--- config.mk ---
export PLATFORM = sky130hd
export DESIGN_NAME = text_line
export DESIGN_NICKNAME = d
export VERILOG_FILES = /design/src/rtl/text_line.sv
export SDC_FILE = /design/constraint.sdc
export NUM_CORES = 1
export LEC_CHECK = 0
export BUFFER_PORTS_ARGS = -buffer_cell sky130_fd_sc_hd__buf_2
export CORE_AREA = 2 2 101 103
export DETAILED_ROUTE_END_ITERATION = 16
export DIE_AREA = 0 0 103 105
export PLACE_DENSITY = 0.7
export SLEW_MARGIN = 0
export SYNTH_ARGS = -nofsm -noshare
export SYNTH_HDL_FRONTEND = slang
export SYNTH_SLANG_ARGS = --single-unit
--- constraint.sdc ---
create_clock -name clk -period 2.5 [get_ports clk]
set_clock_uncertainty 0.1 [all_clocks]
set_input_delay 0.375 -clock clk [delete_from_list [all_inputs] [get_ports clk]]
set_output_delay 0.375 -clock clk [all_outputs]
set_load 0.05 [all_outputs]
--- src/rtl/text_line.sv ---
// Renders a writable line of NUM_LETTERS letter cells with a frame-driven typewriter reveal.
// Optional blinking of the idle text is enabled by defining TEXT_LINE_BLINK_EN.

`ifndef LETTER_WIDTH
`define LETTER_WIDTH 32
`endif
`ifndef LETTER_HEIGHT
`define LETTER_HEIGHT 32
`endif

module text_line #(
    parameter int NUM_LETTERS       = 8,
    parameter int CODE_W            = 4,
    parameter int TOP_LEFT_X        = 200,
    parameter int TOP_LEFT_Y        = 5,
    parameter int PITCH             = 50,
    parameter int FRAMES_PER_LETTER = 15,
    parameter int BLINK_FRAMES      = 30,
    parameter int LETTER_WIDTH      = `LETTER_WIDTH,
    parameter int LETTER_HEIGHT     = `LETTER_HEIGHT,
    localparam int ADDR_W           = (NUM_LETTERS > 1) ? $clog2(NUM_LETTERS) : 1
) (
    input  logic              clk,
    input  logic              resetN,
    input  logic [10:0]       pixelX,
    input  logic [10:0]       pixelY,
    input  logic              startOfFrame,
    input  logic              wrEn,
    input  logic [ADDR_W-1:0] wrAddr,
    input  logic [CODE_W-1:0] wrData,
    input  logic              revealStart,
    output logic              revealDone,
    output logic              drawLetter,
    output logic [CODE_W-1:0] letterCode,
    output logic [10:0]       offsetX,
    output logic [10:0]       offsetY,
    output logic [1:0]        dbgState
);

    localparam int VC_W = $clog2(NUM_LETTERS + 1);
    localparam int FC_W = $clog2(FRAMES_PER_LETTER + 1);
    localparam logic [CODE_W-1:0] BLANK = '1;

    typedef enum logic [1:0] {
        IDLE   = 2'd0,
        REVEAL = 2'd1,
        DONE   = 2'd2
    } stateT;

    generate
        if (NUM_LETTERS < 1 || NUM_LETTERS > 16) begin : gBadNum
            $error("text_line: NUM_LETTERS must be 1..16");
        end
        if (PITCH < LETTER_WIDTH) begin : gBadPitch
            $error("text_line: PITCH must be >= LETTER_WIDTH");
        end
        if (FRAMES_PER_LETTER < 1 || BLINK_FRAMES < 1) begin : gBadFrames
            $error("text_line: frame counts must be >= 1");
        end
    endgenerate

    stateT             state, stateNext;
    logic [VC_W-1:0]   visibleCount, vcNext;
    logic [FC_W-1:0]   frameCnt, fcNext;
    logic [CODE_W-1:0] buffer [NUM_LETTERS];

    logic              hitAny;
    logic [CODE_W-1:0] hitCode;
    logic [10:0]       hitOffX;
    logic              rowHit;
    logic              blinkOff;

    function automatic logic [10:0] cellLeft(input int idx);
        return 11'(TOP_LEFT_X + idx * PITCH);
    endfunction

    function automatic logic [10:0] cellRight(input int idx);
        return 11'(TOP_LEFT_X + idx * PITCH + LETTER_WIDTH);
    endfunction

    assign dbgState = state;

    always_ff @(posedge clk or negedge resetN) begin
        if (!resetN) begin
            for (int i = 0; i < NUM_LETTERS; i++) buffer[i] <= BLANK;
        end else if (wrEn && (int'(wrAddr) < NUM_LETTERS)) begin
            buffer[wrAddr] <= wrData;
        end
    end

    always_ff @(posedge clk or negedge resetN) begin
        if (!resetN) begin
            state        <= IDLE;
            visibleCount <= VC_W'(NUM_LETTERS);
            frameCnt     <= '0;
        end else begin
            state        <= stateNext;
            visibleCount <= vcNext;
            frameCnt     <= fcNext;
        end
    end

    // A restart pulse overrides everything, including a frame tick or a pending DONE.
    always_comb begin
        stateNext  = state;
        vcNext     = visibleCount;
        fcNext     = frameCnt;
        revealDone = 1'b0;
        if (revealStart) begin
            stateNext = REVEAL;
            vcNext    = '0;
            fcNext    = '0;
        end else begin
            case (state)
                IDLE: vcNext = VC_W'(NUM_LETTERS);
                REVEAL: begin
                    if (startOfFrame) begin
                        if (frameCnt == FC_W'(FRAMES_PER_LETTER - 1)) begin
                            fcNext = '0;
                            if (visibleCount == VC_W'(NUM_LETTERS - 1)) begin
                                stateNext = DONE;
                                vcNext    = VC_W'(NUM_LETTERS);
                            end else begin
                                vcNext = visibleCount + VC_W'(1);
                            end
                        end else begin
                            fcNext = frameCnt + FC_W'(1);
                        end
                    end
                end
                DONE: begin
                    revealDone = 1'b1;
                    vcNext     = VC_W'(NUM_LETTERS);
                    stateNext  = IDLE;
                end
                default: stateNext = IDLE;
            endcase
        end
    end

`ifdef TEXT_LINE_BLINK_EN
    localparam int BC_W = $clog2(BLINK_FRAMES + 1);
    logic [BC_W-1:0] blinkCnt;

    always_ff @(posedge clk or negedge resetN) begin
        if (!resetN) begin
            blinkCnt <= '0;
            blinkOff <= 1'b0;
        end else if (revealStart) begin
            blinkCnt <= '0;
            blinkOff <= 1'b0;
        end else if (state == IDLE && startOfFrame) begin
            if (blinkCnt == BC_W'(BLINK_FRAMES - 1)) begin
                blinkCnt <= '0;
                blinkOff <= ~blinkOff;
            end else begin
                blinkCnt <= blinkCnt + BC_W'(1);
            end
        end
    end
`else
    assign blinkOff = 1'b0;
`endif

    assign rowHit = (pixelY >= 11'(TOP_LEFT_Y)) && (pixelY < 11'(TOP_LEFT_Y + LETTER_HEIGHT));

    // Cells never overlap, so at most one iteration can match.
    always_comb begin
        hitAny  = 1'b0;
        hitCode = '0;
        hitOffX = '0;
        for (int i = 0; i < NUM_LETTERS; i++) begin
            if (rowHit && pixelX >= cellLeft(i) && pixelX < cellRight(i) &&
                VC_W'(i) < visibleCount && buffer[i] != BLANK) begin
                hitAny  = 1'b1;
                hitCode = buffer[i];
                hitOffX = pixelX - cellLeft(i);
            end
        end
    end

    always_ff @(posedge clk or negedge resetN) begin
        if (!resetN) begin
            drawLetter <= 1'b0;
            letterCode <= '0;
            offsetX    <= '0;
            offsetY    <= '0;
        end else if (hitAny && !blinkOff) begin
            drawLetter <= 1'b1;
            letterCode <= hitCode;
            offsetX    <= hitOffX;
            offsetY    <= pixelY - 11'(TOP_LEFT_Y);
        end else begin
            drawLetter <= 1'b0;
            letterCode <= '0;
            offsetX    <= '0;
            offsetY    <= '0;
        end
    end

endmodule

== After elaboration in Yosys (flattened, before gate mapping) ==
Index checks and enable logic that the tools add are counted.

* Add/subtract/negate cells: 11
* Multipliers: 0
* Divide/modulo/power cells: 0
* $lt $le $gt $ge: 28
* Equal/unequal tests: 16
* Shift operators: 0
* Mux-type cells: 47
* Bitwise logic cells: 1
* Reductions and logical operators: 42

{| class="wikitable"
|+ Operators by type and width
! kind !! number
|-
| $mux 11 || 10
|-
| $mux 4 || 18
|-
| $ge 11x9->1 const B || 5
|-
| $lt 11x9->1 const B || 5
|-
| $sub 11x9->11 const B || 5
|-
| $logic_and 1x1->1 || 34
|-
| $bwmux 32 || 1
|-
| $ne 4x4->1 const B || 8
|-
| $ge 11x8->1 const B || 2
|-
| $lt 11x10->1 const B || 2
|-
| $sub 11x8->11 const B || 2
|-
| $lt 3x4->1 const A || 4
|-
| $demux 4 s3 || 1
|-
| $ge 11x10->1 const B || 1
|-
| $ge 11x3->1 const B || 1
|-
| $lt 11x6->1 const B || 1
|-
| $lt 11x8->1 const B || 1
|-
| $mux 1 || 11
|-
| $sub 11x10->11 const B || 1
|-
| $sub 11x3->11 const B || 1
|-
| $ne 3x3->1 const B || 3
|-
| $add 4x1->4 const B || 2
|-
| $lt 1x4->1 const A || 2
|-
| $lt 2x4->1 const A || 2
|-
| other kinds (18) || 22
|}

* Register bits: 69
* Bits in latches: 0
* Bits in writable memories: 0
* ROM bits: 0
* Input bits: 34
* Output and inout port bits: 30
* Memories kept: 0

== Depth between registers and ports, before layout ==
Gate-level depths: netlist (run 1).

* Word-level depth: 15
* Depth in mapped cells: 12
* Gate-level depth less buffers: 10

== Worst setup path before layout (run 1) ==
OpenSTA, ideal clock, no wires.

* Kind: input -> register
* Start: input pixelX[4]
* End: register offsetY[5]
* Arrival time: 2,505 ps
* Slack: -231 ps
* Stages: 11
* Cell sequence: clkbuf_1 -> inv_1 -> ha_1 -> a21oi_1 -> mux2i_1 -> a21bo_1 -> buf_2 -> nand4_2 -> o21ai_4 -> buf_4 -> nor2_1

* Longest elaborated chain between the ends: 14
* Elaborated cells between the ends (all ways): 57

{| class="wikitable"
|+ Ends and longest elaborated chain
! element !! RTL line !! RTL
|-
| start: declaration || 25 || <nowiki>input logic [10:0] pixelX,</nowiki>
|-
| $ge 11x8->1 || 173 || <nowiki>if (rowHit && pixelX >= cellLeft(i) && pixelX < cellRight(i) &&</nowiki>
|-
| $logic_and 1x1->1 (3 in a row) || 173 ||
|-
| $logic_and 1x1->1 || 174 || <nowiki>VC_W'(i) < visibleCount && buffer[i] != BLANK) begin</nowiki>
|-
| $mux 1 (7 in a row) || 173 ||
|-
| $mux 1 (*) || 173 ||
|-
| $mux 11 (*) || 188 || <nowiki>end else if (hitAny && !blinkOff) begin</nowiki>
|-
| end signal: assignment || 192 || <nowiki>offsetY <= pixelY - 11'(TOP_LEFT_Y);</nowiki>
|-
| end: declaration || 36 || <nowiki>output logic [10:0] offsetY,</nowiki>
|}

Every way passes the cells marked *; elsewhere a longest branch is shown, timed or not.
A chain may end at the register's enable or synchronous reset.

== Final worst setup path (run 1) ==
* Start: register visibleCount[1]
* End: register offsetX[6]

* Longest elaborated chain between the ends: 12
* Elaborated cells between the ends (all ways): 41

{| class="wikitable"
|+ Ends and longest elaborated chain
! element !! RTL line !! RTL
|-
| start: declaration || 63 || <nowiki>logic [VC_W-1:0] visibleCount, vcNext;</nowiki>
|-
| start signal: assignment || 94 || <nowiki>visibleCount <= VC_W'(NUM_LETTERS);</nowiki>
|-
| start signal: assignment || 98 || <nowiki>visibleCount <= vcNext;</nowiki>
|-
| $lt 1x4->1 || 174 ||
|-
| $logic_and 1x1->1 || 173 ||
|-
| $logic_and 1x1->1 || 174 ||
|-
| $mux 11 / $mux 1 (equally long branches) (8 in a row) || 173 ||
|-
| $mux 11 (*) || 188 ||
|-
| end signal: assignment || 191 || <nowiki>offsetX <= hitOffX;</nowiki>
|-
| end: declaration || 35 || <nowiki>output logic [10:0] offsetX,</nowiki>
|}

Marked as above.

==> results of run 1 <==
==> stage by stage <==
stage / cell area [um2] / util [%] / setup TNS (ns) / cells / total power, mW
after floorplan: 4812 / - / -0.01967 / 506 / 1.661
after global placement: 5995 / 62.19 / -3.120 / 785 / 1.901
after detailed placement: 5995 / 62.19 / -4.330 / 785 / 1.919
after CTS: 6172 / 64.03 / 0 / 802 / 2.731
after global routing: 6216 / 64.49 / 0 / 803 / 2.845
final: 6216 / 64.49 / 0 / 803 / 2.716
==> cell families (layout without fill, tap and decap cells) <==
logic type,count (synthesis),count (layout)
simple gates,183,183
fa+ha+maj,24,24
xor+xnor,20,20
flops,69,69
compound gates,131,131
mux,35,35
buf+inv,44,208
==> sequential cells by signal, summed over array words and instances, names as in the netlist <==
| name | count |
|---|---|
| dbgState | 2 |
| offsetX | 11 |
| buffer | 32 |
| letterCode | 4 |
| visibleCount | 4 |
| frameCnt | 4 |
| offsetY | 11 |
| drawLetter | 1 |
==> layer usage <==
metal	vias to the layer above	wire, um	part of all wire (%)
met2	145	7451	49
met1	2283	6480	43
li1	2183	-	-
met3	33	771	5.1
met4	0	436	2.9
met5	-	0	0
==> area by class of cell <==
type	count	area [um2]	area share, %
multi-input cells	393	2867	46.12
clock buffers	10	127.6	2.053
repair buffers	174	1180	18.98
flip-flops and latches	69	1769	28.46
clock inverters	6	38.79	0.6240
inverters	18	67.56	1.087
well taps	133	166.4	2.677
==> how the worst max path moves through the flow <==
stage	endpoint	cells after the start	slack [ns]	startpoint
after global routing	offsetX[6]$_DFF_PN0_	9	0.001	visibleCount[1]$_DFFE_PN0P_
after floorplan	offsetY[5]$_DFF_PN0_	11	-0.003	pixelX[4]
after CTS	offsetX[7]$_DFF_PN0_	12	0.07	pixelX[3]
after detailed placement	letterCode[0]$_DFF_PN0_	12	-0.32	pixelY[1]
after global placement	letterCode[0]$_DFF_PN0_	12	-0.29	pixelY[1]
final	offsetX[6]$_DFF_PN0_	9	0.06	visibleCount[1]$_DFFE_PN0P_
==> worst reg2reg max path, stage by stage (launching register included) <==
cell and delay (ns):
dfrtp_2 0.41, inv_1 0.07, ha_1 0.23, a2111oi_4 0.42, buf_4 0.19, buf_4 0.10, a41oi_1 0.13, o32ai_2 0.28
o2111ai_1 0.20, a41oi_2 0.23
==> power groups by stage <==
stage / Combinational [mW] / Clock, mW / Sequential (mW)
finish: 0.486 / 0.799 / 1.43
global placement: 0.467 / 0 / 1.43
global route: 0.530 / 0.868 / 1.45
detailed placement: 0.478 / 0 / 1.44
CTS: 0.484 / 0.824 / 1.42
floorplan: 0.263 / 0 / 1.40
==> cell usage after synthesis (all sizes together) (12+ instances only) <==
cell type,n
nor2,46
dfrtp,36
dfstp,33
mux2,31
nand2,30
a21oi,29
o21ai,26
ha,24
buf,18
inv,18
nand3,15
nor3,15
xnor2,13
a31oi,12
nand4,12
==> timing repair <==
action | CTS | global route
gates cloned | 0 | 0
setup buffers | 0 | 1
resized for setup | 1 | 11
hold buffers | 1 | 0
endpoints found under the setup margin | 2 | 12
pin swaps | 0 | 2
hold endpoints to repair | 16 | 0
==> run_results.csv, run 1 <==
group,metric,value,unit
detailed_routing,wire_per_inst,18.85,um
global_route,gr-total-overflow,0,
detailed_routing,antenna_left,0,
clock_network,cts_sinks,69,
synth,yosys_warnings,0,
worst_setup_path,crit_family,"compound AO/OA/AOI/OAI gates",
worst_hold_path,hp-start,"revealStart",
placed_design,place_hpwl,12110,um
clock_network,cts_tree,"built",
die,die_w,103,um
synth,ys_async_sr_fraction,100.0,%
synth,synth_area,4795,um2
pwr,pwr-share-clk,29.4,%
worst_setup_path,endpoint_kind,"flop",
pwr,pwr-share-comb,17.9,%
pwr,p_leak,2.813,nW
global_route,grt_pass1_wl,24410,um
global_route,grt_use_met2,48.79,%
clock_network,clkTransAtPathRegs,0.08,ns
die,core_area,9639,um2
clock_network,insertion_delay,0.35,ns
worst_setup_path,critPathMaxFanout,6,
worst_hold_path,holdPathEnd,"visibleCount[3]$_DFFE_PN1P_",
sta,finalCritPeriodShare,97.51,%
clock_network,root_buffer,"clkbuf_8",
global_route,use_met3,4.348,%
worst_setup_path,reg2reg_slack,0.06,ns
worst_setup_path,critPathKind,"reg -> reg",
die,start_util,49.74,%
synth,ys.flop_type,"dfrtp_1",
layout,final_common_cell,"buf_4",
worst_setup_path,cp.arrival,2.62,ns
sta,max_slew_margin,55.83,%
sta,period_needed,2.438,ns
layout,nets,723,
synth,synth_xor_area_share,3.653,%
synth,syn-num-nets,564,
detailed_routing,drc,0,
die,dieArea,10820,um2
detailed_routing,drt_pass1_iterations,5,
synth,yosys.area.top_type_share,18.79,%
clock_network,htree_num_levels,3,
synth,ys_types,78,
pwr,ir_worst_vdd,0.4255,mV
detailed_routing,drt-vias-per-instance,5.783,
placed_design,dp_slack,-0.3160,ns
clock_network,cts_buffers,9,
synth,synth_top_family_by_area,"simple AND/OR/NAND/NOR gates",
sta,max_freq,410.2,MHz
placed_design,port_buffers,63,
global_route,grt_pass1_vias,4721,
worst_setup_path,reg2reg_depth,9,
sta,setup_viol,0,
synth,synthCells,506,
layout,drive_gt1_share,42.39,%
synth,ys_seq_elements,69,
global_route,antenna_found_initial,0,
global_route,grt_max_degree,49,
die,die_height,105,um
sta,hold_ws,0.1587,ns
sta,drv_slew,0,
worst_setup_path,path_buf_inv,3,
synth,synth_edf_count,0,
worst_setup_path,crit_slowest_cell,"a2111oi_4",
layout,final_cell_mix,"buf_4 (107), buf_2 (63), nor2_1 (43), dfrtp_1 (35), dfstp_2 (33)",
die,rows,36,
pwr,p_sw_share,29.29,%
synth,synth_simple_gate_area_share,20.72,%
pwr,p_sw,795.6,uW
worst_setup_path,rr_startpoint,"visibleCount[1]$_DFFE_PN0P_",
outcome,outcome,"completed",
sta,hold_viol,0,
worst_setup_path,crit_top_cell,"buf_4",
clock_network,cts_buffer_depth,2,
detailed_routing,totalWireLength,15140,um
pwr,p_int,1.920,mW
worst_setup_path,r2r-end,"offsetX[6]$_DFF_PN0_",
layout,n_antenna_cell,0,
global_route,grt_util_all_layers,29.49,%
global_route,busiest_layer,"met2",
sta,worst_pin_slew,0.6612,ns
pwr,power_frac_seq,52.7,%
worst_hold_path,worstHoldPathCells,2,
worst_setup_path,crit_path_start_kind,"flop",
synth,synth_area_leader_cell,"dfrtp_1",
worst_setup_path,slowest_delay,0.42,ns
sta,fin_ws,0.06226,ns
global_route,use_met1,38.54,%
synth,synth-adder-area-share,6.263,%
synth,synth.avg_cell_area,9.475,um2
synth,ys_top_cells_by_area,"dfrtp_1 (19%), dfstp_2 (18%), mux2_2 (7.3%)",
worst_setup_path,cp_data_required_time,2.68,ns
synth,synth_mux_area_share,8.116,%
synth,ys_seq_area_share,36.87,%
pwr,power_density,436.9,nW/um2
worst_setup_path,cp_cell_sequence,"inv_1 > ha_1 > a2111oi_4 > buf_4 > buf_4 > a41oi_1 > o32ai_2 > o2111ai_1 > a41oi_2",
synth,synth_compound_area_share,20.02,%
die,ios,64,
placed_design,gp_congestion,0.9227,
flow_run,drv_cap,0,
worst_hold_path,hold_path.class,"in -> reg",
layout,syn_to_final_growth,29.65,%
detailed_routing,vias,4644,
sta,rsz0062_at_grt,"no",
layout,fillers,861,
detailed_routing,drtIter0Drc,279,
Note: power is estimated with default switching activity, not from simulation.
==> inputs of run 2 (changes only) <==
--- a/config.mk
+++ b/config.mk
@@ -6,10 +6,12 @@
 export NUM_CORES = 1
 export LEC_CHECK = 0
 export BUFFER_PORTS_ARGS = -buffer_cell sky130_fd_sc_hd__buf_2
-export CORE_AREA = 2 2 101 103
+export CELL_PAD_IN_SITES_DETAIL_PLACEMENT = 1
+export CELL_PAD_IN_SITES_GLOBAL_PLACEMENT = 2
+export CORE_AREA = 2 2 117 119
 export DETAILED_ROUTE_END_ITERATION = 16
-export DIE_AREA = 0 0 103 105
-export PLACE_DENSITY = 0.7
+export DIE_AREA = 0 0 119 121
+export PLACE_DENSITY_LB_ADDON = 0.1
 export SLEW_MARGIN = 0
 export SYNTH_ARGS = -nofsm -noshare
 export SYNTH_HDL_FRONTEND = slang
==> run_results.csv, run 2 (synthesis results as in run 1) <==
group,metric,value,unit
die,core_area,13090,um2
sta,finalCritPeriodShare,98.49,%
layout,final_cells,858,
clock_network,root_buffer,"clkbuf_16",
worst_setup_path,critPathMaxFanout,9,
worst_setup_path,cp.arrival,2.59,ns
clock_network,htree_num_levels,3,
sta,max_freq,406.1,MHz
pwr,power_density,517.1,nW/um2
sta,setup_viol,0,
sta,hold_ws,0.1719,ns
sta,drv_slew,0,
layout,final_cell_mix,"buf_4 (122), buf_2 (62), nor2_1 (43), dfrtp_1 (36), dfstp_2 (33)",
pwr,pwr-share-comb,15.0,%
layout,regMostFlops,"buffer",
clock_network,cts_sinks,69,
worst_setup_path,endpoint_kind,"flop",
pwr,p_int,2.480,mW
global_route,grt_pass1_vias,4960,
sta,hold_viol,0,
flow_run,drv_cap,0,
worst_setup_path,critPathKind,"in -> reg",
placed_design,dp_slack,-0.4188,ns
global_route,grt_max_degree,70,
clock_network,clkTransAtPathRegs,0.06,ns
die,ios,64,
pwr,p_sw_share,26.69,%
global_route,antenna_found_initial,0,
pwr,ir_worst_vdd,0.2986,mV
die,dieArea,14400,um2
pwr,p_leak,2.931,nW
clock_network,cts_buffers,9,
placed_design,port_buffers,63,
global_route,grt_util_all_layers,24.88,%
detailed_routing,drt-vias-per-instance,5.416,
clock_network,cts_buffer_depth,2,
layout,top_regs,"buffer: 32 flops, offsetX: 11 flops, offsetY: 11 flops",
worst_setup_path,cp_data_required_time,2.63,ns
outcome,outcome,"completed",
clock_network,cts_tree,"built",
detailed_routing,drtIter0Drc,191,
die,die_height,121,um
worst_hold_path,hold_path.class,"in -> reg",
sta,max_slew_margin,54.53,%
sta,period_needed,2.462,ns
placed_design,place_hpwl,13830,um
detailed_routing,vias,4647,
die,start_util,36.64,%
layout,finish.utilization,49.99,%
placed_design,gp_congestion,0.9283,
sta,worst_pin_slew,0.6769,ns
layout,nets,735,
pwr,power_frac_seq,42.4,%
detailed_routing,antenna_left,0,
detailed_routing,totalWireLength,17420,um
pwr,pwr-share-clk,42.5,%
sta,rsz0062_at_grt,"yes",
global_route,grt_pass1_wl,27380,um
pwr,p_sw,902.7,uW
die,rows,42,
detailed_routing,wire_per_inst,20.30,um
global_route,gr-total-overflow,0,
die,die_w,119,um
worst_setup_path,crit_path_start_kind,"input pin",
placed_design,place_inst,836,
layout,drive_gt1_share,44.13,%
layout,syn_to_final_growth,36.43,%
sta,fin_ws,0.03777,ns
detailed_routing,drc,0,
detailed_routing,drt_pass1_iterations,4,
layout,final_common_cell,"buf_4",
clock_network,insertion_delay,0.34,ns
layout,largest_reg_flops,32,
layout,n_antenna_cell,0,
## run 2: changes by cell type in the layout (fill, tap and decap cells not counted), sizes merged
cell      before  now
inv           19   18
bufinv         0    2
buf          173  185
clkinv         5    2
clkinvlp       0    2
## run 2: metrics by stage
stage | setup TNS, ns | instance area [um2] | total power [mW]
final | 0 | 6541 | 3.383
after global routing | -0.02847 | 6541 | 3.520
after CTS | 0 | 6441 | 3.409
after detailed placement | -5.019 | 6096 | 1.954
after global placement | -4.707 | 6096 | 1.931
after floorplan | -0.01967 | 4812 | 1.661
## run 2: power by group through the flow
stage | Sequential (mW) | Clock, mW | Combinational [mW]
5_1_grt | 1.45 | 1.52 | 0.553
3_5_place_dp | 1.46 | 0 | 0.499
4_1_cts | 1.44 | 1.47 | 0.503
2_1_floorplan | 1.40 | 0 | 0.263
6_report | 1.44 | 1.44 | 0.509
3_3_place_gp | 1.45 | 0 | 0.484
## run 2: critical path: stages
cell and delay, ns:
buf_4 0.11, clkinvlp_4 0.13, buf_4 0.17, ha_2 0.17, and3b_1 0.17, and4_1 0.21
o31a_1 0.33, inv_2 0.10, nor2_4 0.07, a221o_1 0.36, a32o_1 0.21, a31o_1 0.19
## run 2: layout make-up
| type | instances | area [um2] |
|---|---|---|
| repair buffers | 186 | 1256 |
| clock buffers | 10 | 239.0 |
| flip-flops and latches | 69 | 1768 |
| clock inverters | 6 | 93.84 |
| fillers | 1502 | 6544 |
| multi-input cells | 393 | 2893 |
| inverters | 18 | 71.32 |
| well taps | 176 | 220.2 |
## run 2: final timing paths
check,depth (start not counted),to,startpoint,slack [ns]
setup / recovery,12,offsetX[4]$_DFF_PN0_,pixelX[3],0.04
hold / removal,2,offsetX[0]$_DFF_PN0_,pixelX[0],0.17
setup reg to reg,9,offsetX[3]$_DFF_PN0_,visibleCount[2]$_DFFE_PN0P_,0.11
hold reg to reg,1,visibleCount[3]$_DFFE_PN1P_,dbgState[0]$_DFFE_PN0P_,0.41
max in group asynchronous,3,visibleCount[3]$_DFFE_PN1P_,resetN,1.47
min in group asynchronous,3,offsetX[10]$_DFF_PN0_,resetN,0.46
## run 2: timing repair
| action | in CTS | in global routing |
|---|---|---|
| setup buffers | 0 | 5 |
| gates cloned | 0 | 0 |
| resized for setup | 1 | 20 |
| endpoints found under the hold margin | 36 | 0 |
| setup endpoints to repair | 3 | 14 |
| pin swaps | 0 | 1 |
| hold buffers | 1 | 0 |
## run 2: metal layers
metal | up-vias | track usage, % | routed length [um] | share of wire [%]
met5 | - | 0 | 0 | 0
met4 | 0 | 8.185 | 363 | 2.1
li1 | 2203 | - | - | -
met3 | 24 | 3.665 | 566 | 3.2
met1 | 2325 | 31.39 | 7839 | 45
met2 | 95 | 43.64 | 8647 | 50
==> inputs of run 3 (changes only) <==
--- a/config.mk
+++ b/config.mk
@@ -8,9 +8,9 @@
 export BUFFER_PORTS_ARGS = -buffer_cell sky130_fd_sc_hd__buf_2
 export CELL_PAD_IN_SITES_DETAIL_PLACEMENT = 1
 export CELL_PAD_IN_SITES_GLOBAL_PLACEMENT = 2
-export CORE_AREA = 2 2 117 119
+export CORE_AREA = 2 2 124 126
 export DETAILED_ROUTE_END_ITERATION = 16
-export DIE_AREA = 0 0 119 121
+export DIE_AREA = 0 0 126 128
 export PLACE_DENSITY_LB_ADDON = 0.1
 export SLEW_MARGIN = 0
 export SYNTH_ARGS = -nofsm -noshare
==> constraint.sdc (replaced) <==
create_clock -name clk -period 2.2 [get_ports clk]
set_clock_uncertainty 0.1 [all_clocks]
set_input_delay 0.33 -clock clk [delete_from_list [all_inputs] [get_ports clk]]
set_output_delay 0.33 -clock clk [all_outputs]
set_load 0.05 [all_outputs]
==> run_results.csv, run 3 (synthesis results as in run 1) <==
group,metric,value,unit
layout,nets,805,
sta,max_slew_margin,59.68,%
detailed_routing,vias,5035,
clock_network,cts_buffers,9,
worst_setup_path,crit_slowest_cell,"dfstp_2",
sta,hold_ws,0.1353,ns
placed_design,place_hpwl,14280,um
layout,drive_gt1_share,59.04,%
pwr,power_density,501.0,nW/um2
clock_network,root_buffer,"clkbuf_16",
layout,top_regs,"buffer: 32 flops, offsetX: 11 flops, offsetY: 11 flops",
sta,drv_slew,0,
layout,regMostFlops,"buffer",
layout,syn_to_final_growth,61.22,%
clock_network,clkTransAtPathRegs,0.06,ns
sta,setup_viol,15,
flow_run,drv_cap,0,
global_route,grt_max_degree,70,
global_route,grt_pass1_wl,29400,um
sta,finalCritPeriodShare,106.1,%
sta,rsz0062_at_grt,"yes",
worst_setup_path,cp_data_required_time,2.35,ns
worst_setup_path,crit_top_cell,"buf_6",
worst_setup_path,endpoint_kind,"flop",
clock_network,cts_tree,"built",
pwr,ir_worst_vdd,0.4291,mV
die,ios,64,
placed_design,gp_congestion,0.8783,
layout,largest_reg_flops,32,
pwr,finalPower,3.873,mW
die,dieArea,16130,um2
layout,n_antenna_cell,0,
outcome,outcome,"finished with violations",
detailed_routing,drtIter0Drc,226,
die,rows,45,
global_route,gr-total-overflow,0,
die,core_area,14860,um2
global_route,grt_util_all_layers,23.76,%
sta,fin_ws,-0.1353,ns
placed_design,port_buffers,63,
global_route,grt_pass1_vias,5336,
outcome,violations,"setup timing",
sta,max_freq,428.2,MHz
layout,final_common_cell,"buf_4",
worst_setup_path,crit_path_start_kind,"flop",
die,die_height,128,um
detailed_routing,drt-vias-per-instance,5.356,
global_route,antenna_found_initial,0,
clock_network,insertion_delay,0.35,ns
worst_setup_path,cp_cell_sequence,"buf_6 > buf_6 > nor2_4 > a2111oi_4 > buf_6 > buf_6 > buf_4 > nand3_1 > a31oi_2 > a211oi_1 > a211oi_1",
layout,fillers,1660,
clock_network,cts_sinks,69,
sta,worst_pin_slew,0.6002,ns
die,start_util,32.26,%
die,die_w,126,um
detailed_routing,totalWireLength,19490,um
worst_setup_path,critPathMaxFanout,6,
detailed_routing,drt_pass1_iterations,5,
clock_network,htree_num_levels,3,
worst_hold_path,hold_path.class,"in -> reg",
detailed_routing,drc,0,
detailed_routing,antenna_left,0,
worst_setup_path,path_buf_inv,5,
pwr,p_leak,3.346,nW
worst_setup_path,slowest_delay,0.54,ns
clock_network,cts_buffer_depth,2,
layout,final_cell_mix,"buf_4 (162), buf_2 (62), nor2_1 (40), dfrtp_1 (36), dfstp_2 (33)",
worst_setup_path,crit_family,"compound AO/OA/AOI/OAI gates",
sta,period_needed,2.335,ns
detailed_routing,wire_per_inst,20.73,um
sta,hold_viol,0,
worst_setup_path,cp.arrival,2.49,ns
worst_setup_path,critPathKind,"reg -> reg",
[run 3: cell types whose count changed in the layout (fill, tap and decap cells not counted), moves of 4 or more]
cell / delta
nor3_1: -4
a31oi_1: -5
ha_4: +7
inv_4: +6
buf_4: +40
ha_1: -8
buf_6: +28
inv_1: -6
a21oi_1: -9
o21ai_0: -5
a21oi_2: +7
a211oi_1: -4
[run 3: final cells by class]
class / count / area [um2] / area share (%)
multi-input cells: 394 / 3448 / 44.61
repair buffers: 255 / 1892 / 24.47
flip-flops and latches: 69 / 1768 / 22.87
well taps: 188 / 235.2 / 3.043
clock buffers: 9 / 225.2 / 2.914
inverters: 18 / 98.84 / 1.279
clock inverters: 7 / 62.56 / 0.8093
[run 3: metrics by stage]
stage	cells	instance area [um2]	util [%]	TNS (ns)	worst slack, ns
after floorplan	506	4942	-	-1.382	-0.1386
after global placement	885	6500	43.73	-13.04	-0.7541
after detailed placement	885	6500	43.73	-13.56	-0.7484
after CTS	921	7293	49.07	-0.9185	-0.09623
after global routing	940	7730	52.00	-3.037	-0.2401
final	940	7730	52.00	-1.172	-0.1353
[run 3: what timing repair did]
item	in CTS	in global routing
gates cloned	0	1
endpoints found under the hold margin	36	0
buffers inserted	19	19
setup endpoints to repair	27	27
gates resized for setup	80	61
hold buffers	1	0
pin swaps	29	30
[run 3: worst paths after layout]
kind / from / end / slack [ns] / depth (start not counted)
max: visibleCount[3]$_DFFE_PN1P_ / letterCode[2]$_DFF_PN0_ / -0.14 / 11
min: revealStart / visibleCount[3]$_DFFE_PN1P_ / 0.14 / 2
max reg2reg: visibleCount[3]$_DFFE_PN1P_ / letterCode[2]$_DFF_PN0_ / -0.14 / 11
min reg2reg: dbgState[0]$_DFFE_PN0P_ / visibleCount[3]$_DFFE_PN1P_ / 0.42 / 1
max in group asynchronous: resetN / buffer[11]$_DFFE_PN1P_ / 1.21 / 3
min in group asynchronous: resetN / offsetX[5]$_DFF_PN0_ / 0.40 / 3
[run 3: per-layer routing]
metal	global-route usage, %	share of wire, %	wire length, um	vias to the layer above
met4	8.985	2.8	553	0
met5	0	0	0	-
met3	3.798	3.8	731	39
li1	-	-	-	2358
met1	29.03	42	8210	2514
met2	42.16	51	9992	124
[run 3: report_power, final]
group          switching, mW  internal (mW)  total, mW
clock network          0.671          0.790       1.46
logic                  0.398          0.420      0.818
registers             0.0949           1.50       1.59
total                   1.16           2.71       3.87
